### src/rtl/rc522_spi_burst.sv
// rc522_spi_burst: SPI mode-0 burst register master for MFRC522; RC522_UID_BCC_EN adds the UID BCC check.
module rc522_spi_burst #(
  parameter int CLK_DIV   = 4,
  parameter int MAX_BYTES = 5,
  parameter int LEN_W     = 3
) (
  input  logic                   clk,
  input  logic                   rst,
  input  logic                   start,
  input  logic                   rw,
  input  logic [5:0]             addr,
  input  logic [LEN_W-1:0]       len,
  input  logic [8*MAX_BYTES-1:0] wdata,
  output logic [8*MAX_BYTES-1:0] rdata,
  output logic                   busy,
  output logic                   done,
  output logic                   err,
  output logic                   bcc_ok,
  output logic                   cs,
  output logic                   sck,
  output logic                   mosi,
  input  logic                   miso
);
  localparam int DW = CLK_DIV > 1 ? $clog2(CLK_DIV) : 1;
  typedef enum logic [1:0] {IDLE, SHIFT, HOLD} state_t;
  state_t state_q, state_d;
  logic [DW-1:0] div_q, div_d;
  logic [2:0] bit_q, bit_d;
  logic [LEN_W-1:0] byte_q, byte_d, len_q, len_d;
  logic [7:0] rx_q, rx_d, nb;
  logic [5:0] addr_q, addr_d;
  logic [8*MAX_BYTES-1:0] wdata_q, wdata_d, rdata_q, rdata_d;
  logic rw_q, rw_d, sck_q, sck_d, cs_q, cs_d, mosi_q, mosi_d;
  logic busy_q, busy_d, done_q, done_d, err_q, err_d, bcc_q, bcc_d, wrap;
  function automatic logic [7:0] frame_byte(input logic [LEN_W-1:0] j);
    if (j == '0) return {rw_q, addr_q, 1'b0};
    if (rw_q) return j == len_q ? 8'h00 : {rw_q, addr_q, 1'b0};
    return wdata_q[8*(int'(j)-1) +: 8];
  endfunction
  always_comb begin
    state_d = state_q;
    div_d = div_q;
    bit_d = bit_q;
    byte_d = byte_q;
    len_d = len_q;
    rx_d = rx_q;
    addr_d = addr_q;
    wdata_d = wdata_q;
    rdata_d = rdata_q;
    rw_d = rw_q;
    sck_d = sck_q;
    cs_d = cs_q;
    mosi_d = mosi_q;
    busy_d = busy_q;
    done_d = 1'b0;
    err_d = 1'b0;
    bcc_d = bcc_q;
    wrap = div_q == DW'(CLK_DIV-1);
    nb = frame_byte(bit_q == 3'd7 ? byte_q + 1'b1 : byte_q);
    case (state_q)
      IDLE: begin
        div_d = '0;
        if (start && (len == '0 || len > LEN_W'(MAX_BYTES))) err_d = 1'b1;
        else if (start) begin
          state_d = SHIFT;
          rw_d = rw;
          addr_d = addr;
          len_d = len;
          wdata_d = wdata;
          rdata_d = '0;
          bcc_d = 1'b0;
          cs_d = 1'b0;
          busy_d = 1'b1;
          mosi_d = rw;
          bit_d = '0;
          byte_d = '0;
        end
      end
      SHIFT: begin
        div_d = wrap ? '0 : div_q + 1'b1;
        if (wrap) begin
          sck_d = ~sck_q;
          if (!sck_q) rx_d = {rx_q[6:0], miso};
          else begin
            // each completed byte after the address byte lands in rdata
            if (bit_q == 3'd7 && byte_q != '0 && rw_q) rdata_d[8*(int'(byte_q)-1) +: 8] = rx_q;
            if (bit_q == 3'd7 && byte_q == len_q) state_d = HOLD;
            else begin
              bit_d = bit_q + 1'b1;
              byte_d = bit_q == 3'd7 ? byte_q + 1'b1 : byte_q;
              mosi_d = nb[~bit_d];
            end
          end
        end
      end
      HOLD: begin
        div_d = wrap ? '0 : div_q + 1'b1;
        if (wrap) begin
          state_d = IDLE;
          cs_d = 1'b1;
          busy_d = 1'b0;
          done_d = 1'b1;
          mosi_d = 1'b0;
`ifdef RC522_UID_BCC_EN
          begin
            logic [7:0] x;
            x = '0;
            for (int i = 0; i < MAX_BYTES && i < 5; i++) x ^= rdata_q[8*i +: 8];
            bcc_d = rw_q && len_q == LEN_W'(5) && x == 8'h00;
          end
`endif
        end
      end
      default: state_d = IDLE;
    endcase
  end
  always_ff @(posedge clk) begin
    if (rst) begin
      state_q <= IDLE;
      div_q <= '0;
      bit_q <= '0;
      byte_q <= '0;
      len_q <= '0;
      rx_q <= '0;
      addr_q <= '0;
      wdata_q <= '0;
      rdata_q <= '0;
      rw_q <= 1'b0;
      sck_q <= 1'b0;
      cs_q <= 1'b1;
      mosi_q <= 1'b0;
      busy_q <= 1'b0;
      done_q <= 1'b0;
      err_q <= 1'b0;
      bcc_q <= 1'b0;
    end else begin
      state_q <= state_d;
      div_q <= div_d;
      bit_q <= bit_d;
      byte_q <= byte_d;
      len_q <= len_d;
      rx_q <= rx_d;
      addr_q <= addr_d;
      wdata_q <= wdata_d;
      rdata_q <= rdata_d;
      rw_q <= rw_d;
      sck_q <= sck_d;
      cs_q <= cs_d;
      mosi_q <= mosi_d;
      busy_q <= busy_d;
      done_q <= done_d;
      err_q <= err_d;
      bcc_q <= bcc_d;
    end
  end
  assign rdata = rdata_q;
  assign busy = busy_q;
  assign done = done_q;
  assign err = err_q;
  assign bcc_ok = bcc_q;
  assign cs = cs_q;
  assign sck = sck_q;
  assign mosi = mosi_q;
endmodule

### config.mk
export PLATFORM = sky130hd
export DESIGN_NAME = rc522_spi_burst
export DESIGN_NICKNAME = d
export VERILOG_FILES = /design/src/rtl/rc522_spi_burst.sv
export SDC_FILE = /design/constraint.sdc
export NUM_CORES = 1
export LEC_CHECK = 0
export BUFFER_PORTS_ARGS = -buffer_cell sky130_fd_sc_hd__buf_2
export CAP_MARGIN = 20
export CORE_MARGIN = 5
export CORE_UTILIZATION = 55
export CTS_BUF_LIST = sky130_fd_sc_hd__clkbuf_2
export DETAILED_ROUTE_END_ITERATION = 8
export PLACE_DENSITY = 0.78
export REMOVE_ABC_BUFFERS = 1
export SKIP_CTS_REPAIR_TIMING = 1
export SYNTH_ARGS = -nofsm -noshare
export SYNTH_HDL_FRONTEND = slang
export SYNTH_SLANG_ARGS = --single-unit
### constraint.sdc
create_clock -name clk -period 3.6 [get_ports clk]
set_input_delay 0.54 -clock clk [delete_from_list [all_inputs] [get_ports clk]]
set_output_delay 0.54 -clock clk [all_outputs]
set_load 0.02 [all_outputs]
; ---- Word-level counts from Yosys, hierarchy flattened
; Cells that the tools add are included.
[classes]
mux = 53
shifts = 3
n_bitwise = 5
n_addsub = 6
reduce_logical = 24
n_eq_ne = 14
magnitude_cmp = 2
[op_table]
columns = operator, count
row1 = 40-bit two-way mux, 5
row2 = 40-bit case mux with 2 select lines, 1
row3 = 40-bit bitwise mux, 1
row4 = 8-bit two-way mux, 5
row5 = 8-bit by 33-bit variable shift with 40-bit output (first input constant), 1
row6 = 40-bit by 7-bit variable part select with 8-bit output, 1
row7 = 8-bit by 33-bit variable part select with 40-bit output, 1
row8 = 7-bit negator with 33-bit output, 1
row9 = 3-bit two-way mux, 9
row10 = 6-bit AND reduction, 3
row11 = 1-bit two-way mux, 17
row12 = 2-bit inequality test (second input constant), 8
row13 = 2-bit two-way mux, 7
row14 = 3-bit case mux with 2 select lines, 2
row15 = 3-bit by 1-bit subtractor with 4-bit output (second input constant), 2
row16 = 7-bit AND reduction, 1
row17 = 3-bit by 1-bit adder with 3-bit output (second input constant), 2
row18 = 3-bit equality test, 2
row19 = 3-bit logical NOT, 2
row20 = 2-bit case mux with 3 select lines, 1
row21 = 3-bit AND reduction, 2
row22 = 2-bit nonzero test, 3
row23 = 3-bit nonzero test, 2
row24 = 2-bit OR reduction, 3
row25 = 17 further kinds, 25
[totals]
register_bits = 114
output_inout_bits = 47

; ---- Logic depth before layout (Yosys ltp)
; Gate-level depths: netlist of the first run.
[logic_depth]
ltp_word = 13
ltp_mapped = 13

; ---- Worst setup path before layout of the first run
; No wires, ideal clock.
[synth_path]
kind = reg2reg
start = register byte_q[0]
end = register mosi_q (netlist: mosi)
t_required_ns = 3.509
t_arrival_ns = 3.089
n_path_buf = 2
path_stages_with_launch = 14
setup_slack_ns = 0.420
synth_period_minus_slack_ns = 3.180
setup_ns = 0.091
path_cell_list = dfxtp_1 > buf_2 > inv_1 > ha_1 > mux2i_1 > ha_1 > clkbuf_1 > or3_1 > nor4_4 > a21oi_1 > o221ai_1 > o22ai_1 > a221o_1 > a311oi_1
[synth_between]
elab_chain_cells = 13
elab_cells_between_ends = 21
cone_classes = 2 x add/sub / 3 x eq/ne / 1 x shift / 12 x mux / 3 x reduce/logical
[synth_rtl]
columns = element, line
row1 = from (decl), 29  ; logic [LEN_W-1:0] byte_q, byte_d, len_q, len_d;
row2 = from (signal assigned), 140  ; byte_q <= byte_d;
row3 = "parallel branches: the longest is 13 deep, another holds 3-bit by 1-bit subtractor with 4-bit output", --
row4 = to (signal assigned), 149  ; mosi_q <= mosi_d;
row5 = to (decl), 33  ; logic rw_q, rw_d, sck_q, sck_d, cs_q, cs_d, mosi_q, mosi_d;
; Parallel ways; which one is timed is not known. The select of a mux whose other input is x is not followed.
; A chain may end at the register's enable or synchronous reset.

; ---- Final worst setup path of the first run
[layout_path]
start = register bit_q[0]
end = register mosi_q (netlist: mosi)
[layout_between]
elab_chain_cells = 13
elab_cells_between_ends = 22
cone_classes = 2 x add/sub / 3 x eq/ne / 1 x shift / 12 x mux / 1 x bitwise / 3 x reduce/logical
[layout_rtl]
columns = element, line
row1 = from (decl), 28  ; logic [2:0] bit_q, bit_d;
row2 = from (signal assigned), 139  ; bit_q <= bit_d;
row3 = "parallel branches: the longest is 13 deep, another holds 3-bit by 1-bit subtractor with 4-bit output", --
; Parallel ways; which one is timed is not known. The select of a mux whose other input is x is not followed.

==> results of run 1 <==
==> synthesized netlist by cell type (6+ instances only) <==
cell,instances
clkbuf_1,29
o21ai_0,12
nand2_1,149
nor2_1,64
nand3_1,23
a31oi_1,16
dfxtp_1,114
or3_1,6
a22oi_1,9
nor3_1,10
mux2_1,7
nand3b_1,10
ha_1,13
mux2i_1,20
a21oi_1,89
inv_1,14
buf_2,8
==> kinds of logic after synthesis <==
logic type                 count (synthesis)  share of synthesized area, %
buffers and inverters                     60                          5.03
muxes                                     29                          5.63
adders and majority gates                 13                          3.04
xor gates and xnor gates                   7                          1.50
and+or+nand+nor                          290                          24.3
DFF                                      114                          42.6
other                                      1                        0.0701
AOI/OAI and AO/OA                        155                          17.8
==> path summary, 6_finish.rpt <==
kind,startpoint,end,slack (ns),cells after the start
min,wdata[10],wdata_q[10],0.12,3
max,bit_q[0],mosi,0.16,11
min reg2reg,wdata_q[27],wdata_q[27],0.47,2
max reg2reg,bit_q[0],mosi,0.16,11
==> routing by layer <==
metal  GRT usage [%]  up-vias  wire, um
met5               0        -         0
met4            7.12        0       249
met3            5.68       24       694
met2            38.7      146      6460
met1            26.8     2299      5520
li1                -     2467         -
==> layout by cell type (no fill, tap or decap), drive strengths merged, types with 4 or more instances in the layout <==
cell and instances:
nand2 150, nor4 4, clkbuf 20, nor2b 4, clkinv 7, inv 14, o221ai 4, nand3b 10
a31oi 18, o21ai 13, buf 108, a21oi 89, mux2i 20, nor3 11, nand3 23, ha 13
nor2 67, a22oi 9, mux2 9, or3 6, xnor2 5, dfxtp 114, nand2b 4
==> layout make-up <==
cell class | count | area, um^2 | share of cell area [%]
tap | 133 | 166 | 2.71
timing repair buffer | 108 | 586 | 9.53
clock inverter | 12 | 140 | 2.28
clock buffer | 20 | 100 | 1.63
multi-input combinational | 495 | 2820 | 45.8
inverter | 14 | 52.6 | 0.856
sequential | 114 | 2280 | 37.2
==> stage by stage <==
stage          std cells  cell area (um^2)  utilization, %  hold WS [ns]  total power, mW
3_5_place_dp         863              5870            60.9         0.444             1.88
5_1_grt              896              6140            63.7        0.0409             2.86
2_1_floorplan        623              5140               -         0.425             1.70
6_report             896              6140            63.7         0.119             2.72
3_3_place_gp         863              5870            60.9         0.443             1.86
4_1_cts              895              6110            63.4        0.0781             2.73
==> where the power goes <==
part | leakage [nW] | switching [mW] | internal, mW
registers | 0.926 | 0.0421 | 1.33
logic | 1.35 | 0.327 | 0.163
clock network | 0.146 | 0.478 | 0.386
total | 2.42 | 0.848 | 1.88
==> critical path, cell delays in order (launching register included) <==
cell	delay, ns
dfxtp_1	0.53
ha_1	0.24
ha_2	0.30
mux2i_2	0.35
ha_1	0.30
or3_1	0.39
nor4_4	0.29
a21oi_1	0.12
o221ai_1	0.10
o22ai_1	0.12
a221o_1	0.38
a311oi_1	0.25
==> registers in the layout, indices dropped and copies added (netlist names), 2 cells and up <==
signal   flops
addr_q       6
bit_q        3
byte_q       3
div_q        2
len_q        3
rdata       40
rx_q         8
state_q      2
wdata_q     40
==> impl_results.md, run 1 <==
* Max H-tree Level at 4
* First-pass GRT wire length at approximately 21000 um
* Clk slew on worst S/H paths at 0.17 ns
* Cell Rows at 36
* Area Overhead vs Synth at 14.7%
* Pins Over Slew Limit at 0
* Nets at 817
* Hold/Removal Path Class: in2reg
* Sink Count at 114
* Final setup margin at 0.163 ns
* Worst slack, placed at 0.146 ns
* Final Hold Viols at 0
* Vias in the first global route at 4661
* Distinct cell type count of the synthesized netlist at 63
* Normalized max-slew margin at between 30% and 40%
* Initial antenna violation count at 0
* Final GP Congestion at about 0.91
* Synth Cell Area at 5350 um^2
* Worst slew pin tran at 0.988 ns
* CP Launch Type: flop
* Final worst path period need at between 3 and 4 ns
* WP data arrival at 3.99 ns
* Num CTS Buffers at 17
* Largest net degree at the start of global routing at 115
* CTS root buf: clkbuf_2
* Yosys warns at 0
* Setup crit end kind: flop
* Number of inserted diodes at 0
* Syn avg cell area at 8.00 um^2
* Peak VDD IR at ~0.21 mV
* Clk buf depth at 2
* Die area at 11800 um^2
* Synth Instances at 669
* Routed len/inst at 14.4 um
* Final wirelength at 12900 um
* Post-synth EDFFs at 0
* P per Cell Area at around 440 nW/um^2
* Die Width at 109 um
* Clock Skew at roughly 0.03 ns
* Synth area leaders: dfxtp_1 43%, nand2_1 10%, a21oi_1 8.3%, nor2_1 4.5%, mux2i_1 3.7%
* Synth Flop Type: dfxtp_1
* Yosys top cell by area: dfxtp_1
* Fmax at approximately 290 MHz
* IO Count at 101
* Max Fanout on Critical Path at 10
* P_leak at 2.42 nW
* Worst-Skew Late Latency at 0.64 ns
* Initial Utilization at between 50% and 60%
* Filler instances at 848
* Final setup vio count at 0
* Core area at between 9000 and 10000 um^2
* Critical Path RT at 4.15 ns
* Overall Global Routing Usage at 22.2%
* Pre-Repair DR Iteration Count at 7
* Asr flop ratio synth at 0%
* Post-route ant nets at 0
* Port bufs at 99
* DR vias at 4936
* #FFs+latches synth at 114
* RSZ-0062 raised after global routing: false
* TNS Setup at 0 ns
* Initial DRC count at roughly 220
* Sequential share of the synthesized area at 42.6%
* Final Cycle Share at a little over nine tenths
* Global route overflow at 0
* Average via count per standard cell at ~5.5
* Die Y-Extent at between 100 and 150 um
* Fraction of layout cells with a size suffix above 1 at 20.8%
* Top-area cell type share of the netlist area at 42.6%
* DRC at 0
* Setup Crit Path Kind: reg2reg
* CTS tree: done
* Outcome: completed
* Max_cap viols at 0
* HPWL after detailed placement at 9280 um
(Power assumes the default switching activity.)
==> run 2, diff against run 1 <==
--- a/config.mk
+++ b/config.mk
@@ -10,6 +10,7 @@
 export CORE_MARGIN = 5
 export CORE_UTILIZATION = 55
 export CTS_BUF_LIST = sky130_fd_sc_hd__clkbuf_2
+export CTS_CLUSTER_SIZE = 30
 export DETAILED_ROUTE_END_ITERATION = 8
 export PLACE_DENSITY = 0.78
 export REMOVE_ABC_BUFFERS = 1
==> constraint.sdc (replaced) <==
create_clock -name clk -period 4.4 [get_ports clk]
set_input_delay 0.66 -clock clk [delete_from_list [all_inputs] [get_ports clk]]
set_output_delay 0.66 -clock clk [all_outputs]
set_load 0.02 [all_outputs]
==> impl_results.md, run 2 (synthesis gave the netlist of run 1 again) <==
* Port bufs at 99 (unchanged)
* Overall Global Routing Usage at 21.8% (was 22.2%)
* Pins Over Slew Limit at 0 (unchanged)
* Max_cap viols at 0 (unchanged)
* TNS Setup at 0 ns (unchanged)
* Final setup vio count at 0 (unchanged)
* Routed len/inst at 14.2 um (was 14.4 um)
* Normalized max-slew margin at 34.5% (was 34.0%)
* Die Width at 109 um (unchanged)
* Largest net degree at the start of global routing at 115 (unchanged)
* Initial antenna violation count at 0 (unchanged)
* Crit path buffers/inverters at 0 (unchanged)
* Setup crit end kind: flop (unchanged)
* Initial Utilization at 55.5% (unchanged)
* Worst-Skew Late Latency at 0.67 ns (was 0.64 ns)
* Average via count per standard cell at 5.47 (was 5.51)
* Final setup margin at 0.568 ns (was 0.163 ns)
* Clock Skew at 0.0227 ns (was 0.0292 ns)
* Commonest non-fill, non-tap cell in the layout: nand2_1 (unchanged)
* WP data arrival at 4.41 ns (was 3.99 ns)
* Worst slew pin tran at 0.980 ns (was 0.988 ns)
* Outcome: completed (unchanged)
* Crit-path most repeated cell: ha_1 (unchanged)
* Pre-Repair DR Iteration Count at 6 (was 7)
* Fmax at 261 MHz (was 291 MHz)
* Number of inserted diodes at 0 (unchanged)
* Cell Rows at 36 (unchanged)
* Peak VDD IR at 0.168 mV (was 0.214 mV)
* HPWL after detailed placement at 9170 um (was 9280 um)
* CTS tree: done (unchanged)
* Area Overhead vs Synth at 13.7% (was 14.7%)
* R2R Setup Slk at 0.57 ns (was 0.16 ns)
* Nets at 813 (was 817)
* Die Y-Extent at 109 um (unchanged)
* Crit path from: bit_q[0] (unchanged)
* Final wirelength at 12700 um (was 12900 um)
* Sink Count at 114 (unchanged)
* Delay-heaviest family, CP: adder cells (was compound AO/OA/AOI/OAI gates)
* Num CTS Buffers at 17 (unchanged)
* Slowest stage delay, CP at 0.53 ns (about the same)
* DR vias at 4875 (was 4936)
* Most frequent cells in the layout: 149 x nand2_1, 114 x dfxtp_1, 98 x buf_2 (unchanged)
* Global route overflow at 0 (unchanged)
* Final Hold Viols at 0 (unchanged)
* Die area at 11800 um^2 (unchanged)
* DRC at 0 (unchanged)
* P_leak at 2.39 nW (was 2.42 nW)
* Setup Crit Path Kind: reg2reg (unchanged)
* Vias in the first global route at 4648 (was 4661)
* CTS root buf: clkbuf_2 (unchanged)
* Clk buf depth at 2 (unchanged)
* IO Count at 101 (unchanged)
* P per Cell Area at 356 nW/um^2 (was 443 nW/um^2)
* RSZ-0062 raised after global routing: false (unchanged)
* CP Depth at 11 (unchanged)
* R2r endpoint: mosi (unchanged)
* Max Fanout on Critical Path at 14 (was 10)
* Worst slack, placed at 0.611 ns (was 0.146 ns)
* Max stage delay cell, worst path: dfxtp_1 (unchanged)
* Max H-tree Level at 4 (unchanged)
* Fraction of layout cells with a size suffix above 1 at 20.6% (was 20.8%)
* Critical Path, Cell by Cell: ha_1 > ha_1 > mux2i_1 > ha_1 > or3_1 > nor4_4 > a21oi_1 > o221ai_1 > o22ai_1 > a221o_1 > a311oi_1 (was ha_1 > ha_2 > mux2i_2 > ha_1 > or3_1 > nor4_4 > a21oi_1 > o221ai_1 > o22ai_1 > a221o_1 > a311oi_1)
* Reg-to-Reg Start: bit_q[0] (unchanged)
* Hold/Removal Path Class: in2reg (unchanged)
* Clk slew on worst S/H paths at 0.16 ns (was 0.17 ns)
* First-pass GRT wire length at 20800 um (was 21200 um)
* Final Cycle Share at 87.1% (was 95.5%)
* CP Capture Point: mosi (unchanged)
* Initial DRC count at 287 (was 218)
* Worst hold path stage count at 3 (unchanged)
* Critical Path RT at 4.97 ns (was 4.15 ns)
* Final worst path period need at 3.83 ns (was 3.44 ns)
* Post-route ant nets at 0 (unchanged)
* CP Launch Type: flop (unchanged)
* Reg2reg path depth at 11 (unchanged)
* Core area at 9640 um^2 (unchanged)
* Final GP Congestion at 0.871 (was 0.909)
[run 2: cell count changes in the layout (fill, tap and decap cells not counted), sizes merged]
cell	change
bufinv	-1
clkbuf	+2
buf	-4
clkinv	-2
clkinvlp	+1
[run 2: worst min path at each step]
stage	start	to	slack [ns]
after floorplan	addr_q[0]	addr_q[0]	0.43
after global placement	wdata_q[5]	wdata_q[5]	0.44
after detailed placement	wdata_q[1]	wdata_q[1]	0.45
after CTS	wdata[1]	wdata_q[1]	0.18
after global routing	wdata[28]	wdata_q[28]	0.18
final	wdata[2]	wdata_q[2]	0.21
[run 2: layout make-up]
cell class                      count  area, um^2
Fill cell                         870        3550
Multi-Input combinational cell    495        2810
Sequential cell                   114        2280
Timing Repair Buffer              104         556
Tap cell                          133         166
Clock inverter                     10         111
Clock buffer                       22         110
Inverter                           14        52.6
[run 2: routing by layer]
| layer | GRT usage, % | part of all wire [%] | vias to the layer above |
|---|---|---|---|
| met5 | 0 | 0 | - |
| met1 | 26.3 | 42 | 2249 |
| met3 | 4.50 | 5.5 | 24 |
| li1 | - | - | 2449 |
| met4 | 9.11 | 1.8 | 0 |
| met2 | 37.9 | 51 | 153 |
[run 2: worst reg2reg max path: stages, from the launching register on]
cell and delay [ns]:
dfxtp_1 0.53, ha_1 0.25, ha_1 0.37, mux2i_1 0.37
ha_1 0.51, or3_1 0.48, nor4_4 0.28, a21oi_1 0.12
o221ai_1 0.09, o22ai_1 0.12, a221o_1 0.36, a311oi_1 0.27
[run 2: per-stage QoR]
stage	utilization, %	cells	hold slack, ns	area (um^2)	power, mW
finish	63.1	892	0.214	6090	2.17
detailed placement	60.6	859	0.447	5840	1.53
global placement	60.6	859	0.442	5840	1.52
floorplan	-	623	0.425	5140	1.39
global route	63.1	892	0.176	6090	2.27
CTS	62.9	891	0.181	6060	2.18
[run 2: power breakdown]
| group | internal (mW) | switching [mW] |
|---|---|---|
| registers | 1.09 | 0.0352 |
| clock network | 0.268 | 0.386 |
| logic | 0.127 | 0.263 |
